===== src/rtl/snake_game_ctrl.sv =====
// Snake game control FSM: starts a game on a button pulse, paces snake steps
// from video frame ticks, hands the body shift to the datapath, then evaluates
// collision/fruit and tracks direction, length and score.
//
// Ports:
//   clock_25           system clock, all logic on rising edge
//   reset              synchronous active-low reset
//   frame_tik          one-cycle pulse per video frame
//   right_pulse        one-cycle turn-right request (also starts a game)
//   left_pulse         one-cycle turn-left request (also starts a game)
//   move_done          datapath finished the body shift (MOVE only)
//   collision_detected head hit wall or body (CHECK only)
//   fruit_eaten        head on fruit (CHECK only)
//   game_tik           one-cycle step marker, driven in the WAIT cycle whose
//                      frame_tik completes the step count
//   move_req           one-cycle shift order, first cycle of MOVE
//   grow               qualifies move_req: tail kept
//   direction          00 right, 01 down, 10 left, 11 up
//   snake_length       current length
//   score              fruits eaten (saturating)
//   game_enable        high in WAIT, MOVE, CHECK
//   semaforo           high in MOVE: snake memory owned by the datapath
//   current_state      IDLE=0, WAIT=1, MOVE=2, CHECK=3, GAME_OVER=4
module snake_game_ctrl #(
  parameter int unsigned FRAMES_PER_STEP = 6,
  parameter int unsigned START_LENGTH    = 3,
  parameter int unsigned MAX_LENGTH      = 15
) (
  input  logic       clock_25,
  input  logic       reset,
  input  logic       frame_tik,
  input  logic       right_pulse,
  input  logic       left_pulse,
  input  logic       move_done,
  input  logic       collision_detected,
  input  logic       fruit_eaten,
  output logic       game_tik,
  output logic       move_req,
  output logic       grow,
  output logic [1:0] direction,
  output logic [3:0] snake_length,
  output logic [7:0] score,
  output logic       game_enable,
  output logic       semaforo,
  output logic [2:0] current_state
);

  localparam int unsigned CNT_W   = 6;
  localparam int unsigned LEN_W   = 4;
  localparam int unsigned SCORE_W = 8;

  localparam logic [CNT_W-1:0]   FPS_LAST  = CNT_W'(FRAMES_PER_STEP - 1);
  localparam logic [LEN_W-1:0]   START_LEN = LEN_W'(START_LENGTH);
  localparam logic [LEN_W-1:0]   MAX_LEN   = LEN_W'(MAX_LENGTH);
  localparam logic [SCORE_W-1:0] SCORE_MAX = {SCORE_W{1'b1}};

  typedef enum logic [2:0] {
    S_IDLE  = 3'd0,
    S_WAIT  = 3'd1,
    S_MOVE  = 3'd2,
    S_CHECK = 3'd3,
    S_OVER  = 3'd4
  } state_e;

  state_e              state_q, state_d;
  logic [CNT_W-1:0]    cnt_q, cnt_d;
  logic [1:0]          dir_q, dir_d;
  logic [LEN_W-1:0]    len_q, len_d;
  logic [SCORE_W-1:0]  score_q, score_d;
  logic                grow_pend_q, grow_pend_d;
  logic                turn_v_q, turn_v_d;     // a turn is pending
  logic                turn_r_q, turn_r_d;     // pending turn is right (else left)
  logic                move_req_q, move_req_d;
  logic                grow_q, grow_d;
  logic                sema_q, sema_d;
  logic                en_q, en_d;
  logic                step_c;
  logic                any_btn_c;
  logic                one_btn_c;

  assign any_btn_c = right_pulse | left_pulse;
  assign one_btn_c = right_pulse ^ left_pulse;

  // State and datapath registers
  always_ff @(posedge clock_25) begin
    if (!reset) begin
      state_q     <= S_IDLE;
      cnt_q       <= '0;
      dir_q       <= 2'd0;
      len_q       <= START_LEN;
      score_q     <= '0;
      grow_pend_q <= 1'b0;
      turn_v_q    <= 1'b0;
      turn_r_q    <= 1'b0;
      move_req_q  <= 1'b0;
      grow_q      <= 1'b0;
      sema_q      <= 1'b0;
      en_q        <= 1'b0;
    end else begin
      state_q     <= state_d;
      cnt_q       <= cnt_d;
      dir_q       <= dir_d;
      len_q       <= len_d;
      score_q     <= score_d;
      grow_pend_q <= grow_pend_d;
      turn_v_q    <= turn_v_d;
      turn_r_q    <= turn_r_d;
      move_req_q  <= move_req_d;
      grow_q      <= grow_d;
      sema_q      <= sema_d;
      en_q        <= en_d;
    end
  end

  // Next-state and next-output logic
  always_comb begin
    state_d     = state_q;
    cnt_d       = cnt_q;
    dir_d       = dir_q;
    len_d       = len_q;
    score_d     = score_q;
    grow_pend_d = grow_pend_q;
    turn_v_d    = turn_v_q;
    turn_r_d    = turn_r_q;
    move_req_d  = 1'b0;
    grow_d      = 1'b0;
    step_c      = 1'b0;

    case (state_q)
      S_IDLE: begin
        // The starting pulse only launches the game; it is not a turn.
        if (any_btn_c) begin
          state_d     = S_WAIT;
          cnt_d       = '0;
          dir_d       = 2'd0;
          len_d       = START_LEN;
          score_d     = '0;
          grow_pend_d = 1'b0;
          turn_v_d    = 1'b0;
        end
      end

      S_WAIT: begin
        if (frame_tik) begin
          if (cnt_q == FPS_LAST) begin
            step_c      = 1'b1;
            state_d     = S_MOVE;
            cnt_d       = '0;
            move_req_d  = 1'b1;
            grow_d      = grow_pend_q;
            grow_pend_d = 1'b0;
            turn_v_d    = 1'b0;
            if (turn_v_q) begin
              dir_d = turn_r_q ? dir_q + 2'd1 : dir_q - 2'd1;
            end
          end else begin
            cnt_d = cnt_q + CNT_W'(1);
          end
        end
      end

      S_MOVE: begin
        if (move_done) begin
          state_d = S_CHECK;
        end
      end

      S_CHECK: begin
        if (collision_detected) begin
          state_d = S_OVER;
        end else begin
          state_d = S_WAIT;
          cnt_d   = '0;
          if (fruit_eaten) begin
            if (score_q != SCORE_MAX) begin
              score_d = score_q + SCORE_W'(1);
            end
            if (len_q < MAX_LEN) begin
              len_d       = len_q + LEN_W'(1);
              grow_pend_d = 1'b1;
            end
          end
        end
      end

      S_OVER: begin
        if (any_btn_c) begin
          state_d = S_IDLE;
        end
      end

      default: begin
        state_d = S_IDLE;
      end
    endcase

    // Turn capture; a pulse coinciding with the step lands in the next step
    // because the applied turn is cleared above before this re-arms it.
    if ((state_q == S_WAIT || state_q == S_MOVE || state_q == S_CHECK) &&
        one_btn_c && (!turn_v_q || step_c)) begin
      turn_v_d = 1'b1;
      turn_r_d = right_pulse;
    end

    sema_d = (state_d == S_MOVE);
    en_d   = (state_d == S_WAIT) || (state_d == S_MOVE) || (state_d == S_CHECK);
  end

  assign game_tik      = step_c;
  assign move_req      = move_req_q;
  assign grow          = grow_q;
  assign direction     = dir_q;
  assign snake_length  = len_q;
  assign score         = score_q;
  assign game_enable   = en_q;
  assign semaforo      = sema_q;
  assign current_state = state_q;

endmodule


===== config.mk =====
export PLATFORM = sky130hd
export DESIGN_NAME = snake_game_ctrl
export DESIGN_NICKNAME = d
export VERILOG_FILES = /design/src/rtl/snake_game_ctrl.sv
export SDC_FILE = /design/constraint.sdc
export NUM_CORES = 1
export LEC_CHECK = 0
export BUFFER_PORTS_ARGS = -buffer_cell sky130_fd_sc_hd__buf_4
export CAP_MARGIN = 10
export CORE_MARGIN = 2
export CORE_UTILIZATION = 30
export DETAILED_ROUTE_END_ITERATION = 6
export PLACE_DENSITY = 0.53
export SLEW_MARGIN = 20
export SYNTH_ARGS = -nofsm -noshare
export SYNTH_HDL_FRONTEND = slang
export SYNTH_SLANG_ARGS = --single-unit

===== constraint.sdc =====
create_clock -name clock_25 -period 2.1 [get_ports clock_25]
set_clock_uncertainty 0.15 [all_clocks]
set_input_delay 0.105 -clock clock_25 [delete_from_list [all_inputs] [get_ports clock_25]]
set_output_delay 0.105 -clock clock_25 [all_outputs]
set_load 0.005 [all_outputs]

Word level (Yosys, flattened, before mapping)
Cells that the tools add are included.
{"block": "totals", "ff_bits": 30, "latchBits": 0, "ramBits": 0, "rom_bits": 0, "in_bits": 8, "word_cells": 100, "n_memories": 0}
{"block": "classes", "add_sub_neg": 5, "mul": 0, "div": 0, "magnitude_cmp": 1, "eq_ne": 20, "shift": 0, "n_mux": 40, "bitwise": 2, "n_reduce_logical": 20}
{"op": "two-way mux 8 bit", "n": 4}
{"op": "two-way mux 6 bit", "n": 4}
{"op": "two-way mux 3 bit", "n": 6}
{"op": "one-hot mux 6 bit (3 select lines)", "n": 1}
{"op": "two-way mux 4 bit", "n": 4}
{"op": "!= test 2 bit (second input constant)", "n": 8}
{"op": "one-hot mux 8 bit (2 select lines)", "n": 1}
{"op": "one-hot mux 3 bit (5 select lines)", "n": 1}
{"op": "AND reduction 5 bit", "n": 3}
{"op": "equality test 3 x 2 -> 1 bit (second input constant)", "n": 4}
{"op": "AND reduction 4 bit", "n": 3}
{"op": "two-way mux 1 bit", "n": 10}
{"op": "two-way mux 2 bit", "n": 5}
{"op": "adder 8 x 1 -> 8 bit (second input constant)", "n": 1}
{"op": "!= test 8 bit (second input constant)", "n": 1}
{"op": "one-hot mux 4 bit (2 select lines)", "n": 1}
{"op": "AND reduction 7 bit", "n": 1}
{"op": "adder 6 x 1 -> 6 bit (second input constant)", "n": 1}
{"op": "equality test 3 x 1 -> 1 bit (second input constant)", "n": 2}
{"op": "equality test 6 x 3 -> 1 bit (second input constant)", "n": 1}
{"op": "!= test 3 x 2 -> 1 bit (second input constant)", "n": 2}
{"op": "nonzero test 3 bit", "n": 2}
{"op": "logical OR 1 bit", "n": 5}
{"op": "adder 4 x 1 -> 4 bit (second input constant)", "n": 1}
{"op": "other kinds (14)", "n": 16}

Longest topological paths before layout
Gate-level depths: netlist of run 1.
{"block": "logic_depth", "ltp_word": 8, "depth_mapped": 8, "mapped_depth_nobuf": 7}

Worst setup path before layout of run 1
Ideal clock, no wire load.
{"block": "synth_path", "path_kind": "flip-flop to flip-flop", "startpoint": "reg cnt_q[0]", "endpoint": "reg turn_r_q", "setup_ns": 0.072, "arrival_time_ns": 1.728, "required_time_ns": 1.878, "path_slack_ns": 0.151, "path_stages_with_launch": 7, "n_path_buf": 1, "path_cell_list": "dfxtp_1 > ha_1 > nor4bb_1 > clkbuf_1 > nand3_1 > a2111oi_2 > mux2i_1"}
{"block": "synth_between", "elab_chain_len": 6}
{"element": "start: declaration", "line": "66", "rtl": "logic [CNT_W-1:0] cnt_q, cnt_d;"}
{"element": "start signal: assignment", "line": "101", "rtl": "cnt_q <= cnt_d;"}
{"element": "equality test 6 x 3 -> 1 bit", "line": "145", "rtl": "if (cnt_q == FPS_LAST) begin"}
{"element": "two-way mux 1 bit", "line": "145"}
{"element": "two-way mux 1 bit", "line": "144", "rtl": "if (frame_tik) begin"}
{"element": "two-way mux 1 bit"}
{"element": "logical OR 1 bit", "line": "200", "rtl": "one_btn_c && (!turn_v_q || step_c)) begin"}
{"element": "logical AND 1 bit", "line": "200"}
{"element": "end signal: assignment", "line": "107", "rtl": "turn_r_q <= turn_r_d;"}
{"element": "end: declaration", "line": "72", "rtl": "logic turn_r_q, turn_r_d;"}
Every way passes these cells.
A chain may end at the register's enable or synchronous reset.

Worst setup path in the final report of run 1
{"block": "layout_path", "startpoint": "in collision_detected", "endpoint": "reg score_q[4], in the netlist score[4]"}
{"block": "layout_between", "elab_chain_len": 2}
{"element": "start: declaration", "line": "35", "rtl": "input logic collision_detected,"}
{"element": "!= test 2 bit (no source line)"}
{"element": "AND reduction 5 bit (no source line)"}
{"element": "end signal: assignment", "line": "104", "rtl": "score_q <= score_d;"}
{"element": "end: declaration", "line": "69", "rtl": "logic [SCORE_W-1:0] score_q, score_d;"}
Every way passes these cells.

==> results of run 1 <==
[cell families (layout without fill, tap and decap cells)]
group | after synthesis | count (layout) | synth area share
and+or+nand+nor | 71 | 71 | 0.256
AOI/OAI and AO/OA | 47 | 47 | 0.212
DFF | 30 | 30 | 0.379
buffers and inverters | 24 | 69 | 0.0592
muxes | 7 | 7 | 0.0442
adders and majority gates | 5 | 5 | 0.0395
xor gates and xnor gates | 2 | 2 | 0.0111
[worst paths after layout]
path	end	slack, ns	startpoint	cells after the start
worst min-delay path	turn_r_q$_SDFFE_PN0P_	0.02	reset	3
worst min register to register	turn_r_q$_SDFFE_PN0P_	0.32	turn_r_q$_SDFFE_PN0P_	2
worst max-delay path	score[4]$_SDFFE_PN0P_	0.15	collision_detected	6
worst max register to register	score[4]$_SDFFE_PN0P_	0.16	current_state[0]$_SDFF_PN0_	4
[critical path: cells and delay by family]
kind                   cells  cell delay [ns]
AO/OA/AOI/OAI              2             0.46
AND/OR/NAND/NOR            2             0.78
buffers and inverters      2             0.68
[what timing repair did]
item	4_1_cts	5_1_grt
endpoints found under the setup margin	0	2
endpoints found under the hold margin	3	0
resized for setup	0	2
hold buffers	3	0
[per-layer routing]
metal	part of all wire	global-route usage	up-vias
met5	0	0	-
met4	0.017	0.0600	0
met3	0.055	0.0435	7
met2	0.44	0.210	39
met1	0.49	0.189	713
li1	-	-	775
[registers in the layout (all words and copies together) (netlist names)]
register / count
turn_r_q: 1
cnt_q: 6
score: 8
current_state: 3
grow: 1
grow_pend_q: 1
semaforo: 1
direction: 2
game_enable: 1
move_req: 1
snake_length: 4
turn_v_q: 1
[metrics by stage]
| stage | util | setup WS, ns |
|---|---|---|
| 2_1_floorplan | - | 0.151 |
| 3_3_place_gp | 0.383 | 0.120 |
| 3_5_place_dp | 0.383 | 0.105 |
| 4_1_cts | 0.407 | 0.0886 |
| 5_1_grt | 0.411 | 0.0301 |
| 6_report | 0.411 | 0.150 |
[power by group]
part	internal (mW)	switching, mW
Clock	0.264	0.222
Sequential	0.607	0.0388
Combinational	0.175	0.166
[cells in the mapped netlist (all sizes together) (2+ instances only)]
cell type and n:
a211oi 3, a21o 2, a21oi 12, a221oi 2
a22o 2, and3 5, buf 3, clkbuf 6
dfxtp 30, ha 5, inv 14, mux2i 7
nand2 13, nand2b 3, nand3 12, nand3b 2
nand4 4, nand4b 3, nor2 7, nor2b 6
nor3 4, nor4bb 2, o21ai 5, o22ai 2
o31ai 3, or3 3, or4 2, xnor2 2
[cell type report]
class | instances | area share
clock inverter | 1 | 0.00239
multi-input combinational | 132 | 0.433
sequential | 30 | 0.286
timing repair buffer | 46 | 0.168
tap | 70 | 0.0418
inverter | 15 | 0.0268
clock buffer | 7 | 0.0412
==> impl_metrics.json, run 1 <==
{
  "drc_errors": 0,
  "maxSlewHeadroom": 0.746,
  "ys_warn_count": 0,
  "coreArea_um2": 5110,
  "synth_area_leaders": "dfxtp_1, mux2i_1, ha_1",
  "cpMaxStageDelayCell": "dlygate4sd3_1",
  "dieArea_um2": 5880,
  "power.density_nw_per_um2": 702,
  "drv_cap": 0,
  "area_growth_pct": 32.3,
  "antennaDiodeCount": 0,
  "overflow": 0,
  "ant_nets": 0,
  "cts_tree": "yes",
  "cts-buffers-inserted": 5,
  "worst-setup-path-type": "input pin to flop",
  "synth-main-ff-cell": "dfxtp_1",
  "hold_violations": 0,
  "final_nets": 243,
  "multi_input_comb_area_um2": 908,
  "wl_um": 4020,
  "synth_cells": 186,
  "die_h_um": 76.7,
  "p_leak_nw": 0.859,
  "clk_pin_slew_worst_paths_ns": 0.07,
  "drive_gt1_frac": 0.229,
  "status": "finished, final reports clean",
  "fmax_mhz": 513,
  "placed_cell_area_um2": 1960,
  "final_cell_mix": "buf_4, dfxtp_1, inv_1, nand2_1",
  "setup_viol": 0,
  "p_total_mw": 1.47,
  "syn_nets": 199,
  "drt_iter0_markers": 85,
  "cts_root_buffer": "clkbuf_8",
  "grt_pass1_wl_um": 6570,
  "layout_commonest_cell": "buf_4",
  "cts.sinks": 30,
  "async_flop_share": 0,
  "port_buffers": 29,
  "crit_path_end_kind": "flop",
  "syn-cell-area_um2": 1590,
  "avgViaCountPerCell": 5.10,
  "ys_ff_latch": 30,
  "clock_path_buffers": 2,
  "dp.cells": 290,
  "yosys.area.top_type": "dfxtp_1",
  "crit_arrival_ns": 2.02,
  "rsz0062_at_grt": "false",
  "path_cells": "dlygate4sd3_1 > buf_4 > nand4b_1 > a21o_1 > or4_1 > a21oi_1",
  "ir_drop_uv": 277,
  "ys_types": 51,
  "postSynthAreaPerCell_um2": 8.52,
  "regArea_um2": 601,
  "die_x_um": 76.7,
  "antenna_found_initial": 0,
  "cts_setup_buffers": 0,
  "track_usage": 0.141,
  "worst_ep_required_time_ns": 2.17,
  "start_util": 0.310,
  "gp_congestion": 0.775,
  "worstMarginPinSlew_ns": 0.380,
  "vias": 1534,
  "ys_seq_area_frac": 0.379,
  "rows": 26,
  "num_io_pins": 30,
  "slowest_delay_ns": 0.53,
  "wl_per_cell_um": 13.3,
  "maxSlewViolCount": 0,
  "cts-htree-levels": 2,
  "fin_cells": 301,
  "clk_latency_ns": 0.29,
  "hp-class": "input pin to flop",
  "fillers": 543,
  "hpwl_um": 2920,
  "min_period_ns": 1.95,
  "final_area_um2": 2100,
  "min_period_over_period": 0.928,
  "grt_pass1_vias": 1354,
  "dr.pass1.iters": 4,
  "fin_tns_setup_ns": 0,
  "cp_max_fo": 9,
  "grt_max_degree": 16,
  "synth-edff-count": 0,
  "cp-start-kind": "input pin",
  "netlist.area_leader.share": 0.379,
  "hold_ws_ns": 0.0201
}
Note: power is estimated with default switching activity, not from simulation.
==> run 2: changes to the inputs <==
- BUFFER_PORTS_ARGS: -buffer_cell sky130_fd_sc_hd__buf_4 -> not set
- DONT_BUFFER_PORTS: not set -> 1
- PLACE_DENSITY: 0.53 -> 0.49
==> run 2 against run 1 <==
Net effect: utilization decreased by 3.2 points; final area decreased by 7.7%; die area unchanged; via count decreased by 1.6%; sequential power increased by 0.8%; setup slack improved by 0.0039 ns; hold slack improved by 0.028 ns; cell count decreased by 8.3%; global-route usage increased by 1.2 points; non-clock buffer count decreased by 25; sequential cell count unchanged; power increased by 4.1%; critical path type is now flop to flop; largest power group unchanged.
==> impl_metrics.json, run 2 (same netlist as run 1, synthesis figures left out) <==
{
  "status": "finished, final reports clean",
  "vias": 1509,
  "setup_viol": 0,
  "overflow": 0,
  "clk_latency_ns": 0.29,
  "cts-buffers-inserted": 5,
  "dr.pass1.iters": 4,
  "wl_per_cell_um": 15.4,
  "cts.sinks": 30,
  "gp_congestion": 0.829,
  "cts_root_buffer": "clkbuf_8",
  "fmax_mhz": 514,
  "crit_arrival_ns": 2.02,
  "drc_errors": 0,
  "cp-start-kind": "flop",
  "reg2reg_slack_ns": 0.15,
  "maxSlewViolCount": 0,
  "antennaDiodeCount": 0,
  "grt_max_degree": 14,
  "fin_ws_ns": 0.154,
  "worstMarginPinSlew_ns": 0.465,
  "placed_cell_area_um2": 1760,
  "antenna_found_initial": 0,
  "area_growth_pct": 22.1,
  "grt_pass1_vias": 1466,
  "power.density_nw_per_um2": 792,
  "crit_path_end_kind": "flop",
  "rows": 26,
  "maxSlewHeadroom": 0.689,
  "hold_violations": 0,
  "cp_max_fo": 10,
  "fin_tns_setup_ns": 0,
  "p_total_mw": 1.53,
  "dieArea_um2": 5880,
  "hp-class": "input pin to flop",
  "clk_pin_slew_worst_paths_ns": 0.07,
  "min_period_over_period": 0.927,
  "hpwl_um": 3140,
  "worst-setup-path-type": "flop to flop",
  "drt_iter0_markers": 73,
  "fin_cells": 276,
  "die_h_um": 76.7,
  "track_usage": 0.154,
  "rsz0062_at_grt": "false",
  "cts_tree": "yes",
  "fin_util": 0.379,
  "final_area_um2": 1940,
  "final_cell_mix": "dfxtp_1, buf_4, inv_1, nand2_1",
  "ant_nets": 0,
  "cts-htree-levels": 2,
  "p_leak_nw": 0.732,
  "largest_register_ffs": 8,
  "num_io_pins": 30,
  "drv_cap": 0,
  "layout_commonest_cell": "dfxtp_1",
  "cts_setup_buffers": 0,
  "clock_path_buffers": 2,
  "ir_drop_uv": 294,
  "worst_ep_required_time_ns": 2.17,
  "place_ws_ns": 0.0886,
  "min_period_ns": 1.95,
  "dp.cells": 263,
  "final_nets": 218,
  "port_buffers": 0,
  "wl_um": 4240,
  "drive_gt1_frac": 0.126,
  "hold_ws_ns": 0.0479,
  "start_util": 0.310,
  "avgViaCountPerCell": 5.47,
  "die_x_um": 76.7,
  "coreArea_um2": 5110,
  "grt_pass1_wl_um": 7170
}
## run 2: final timing paths
check | startpoint | end | cells past startpoint
min | fruit_eaten | grow_pend_q$_SDFFE_PN0P_ | 2
max | current_state[1]$_SDFF_PN0_ | score[4]$_SDFFE_PN0P_ | 4
min reg2reg | turn_r_q$_SDFFE_PN0P_ | turn_r_q$_SDFFE_PN0P_ | 2
max reg2reg | current_state[1]$_SDFF_PN0_ | score[4]$_SDFFE_PN0P_ | 4
## run 2: what timing repair did
| action | 4_1_cts | 5_1_grt |
|---|---|---|
| gates resized for setup | 0 | 3 |
| hold buffers | 5 | 0 |
| endpoints found under the hold margin | 19 | 0 |
| endpoints found under the setup margin | 0 | 3 |
## run 2: power breakdown
part	leakage (nW)	internal [mW]	total (mW)	switching, mW
sequential	0.244	0.607	0.650	0.0436
combinational	0.436	0.148	0.305	0.157
clock	0.0524	0.355	0.578	0.223
total	0.732	1.11	1.53	0.424
## run 2: final cells by class
| cell class | instances | area, um2 |
|---|---|---|
| multi-input combinational | 132 | 915 |
| clock buffer | 7 | 76.3 |
| inverter | 15 | 56.3 |
| fill | 534 | 3170 |
| tap | 70 | 87.6 |
| sequential | 30 | 601 |
| clock inverter | 1 | 30.0 |
| timing repair buffer | 21 | 170 |
## run 2: routing by layer
metal,part of all wire,wire length (um),vias to the layer above,track usage
met1,0.44,1870,728,0.184
met5,0,0,-,0
met3,0.060,254,13,0.0471
met4,0.025,108,0,0.0745
met2,0.47,2010,41,0.249
li1,-,-,727,-
## run 2: critical path: stages (launching register included)
cell and delay, ns:
dfxtp_1 0.39, or3_4 0.44, a21o_1 0.25, or4_1 0.51, a21oi_1 0.15
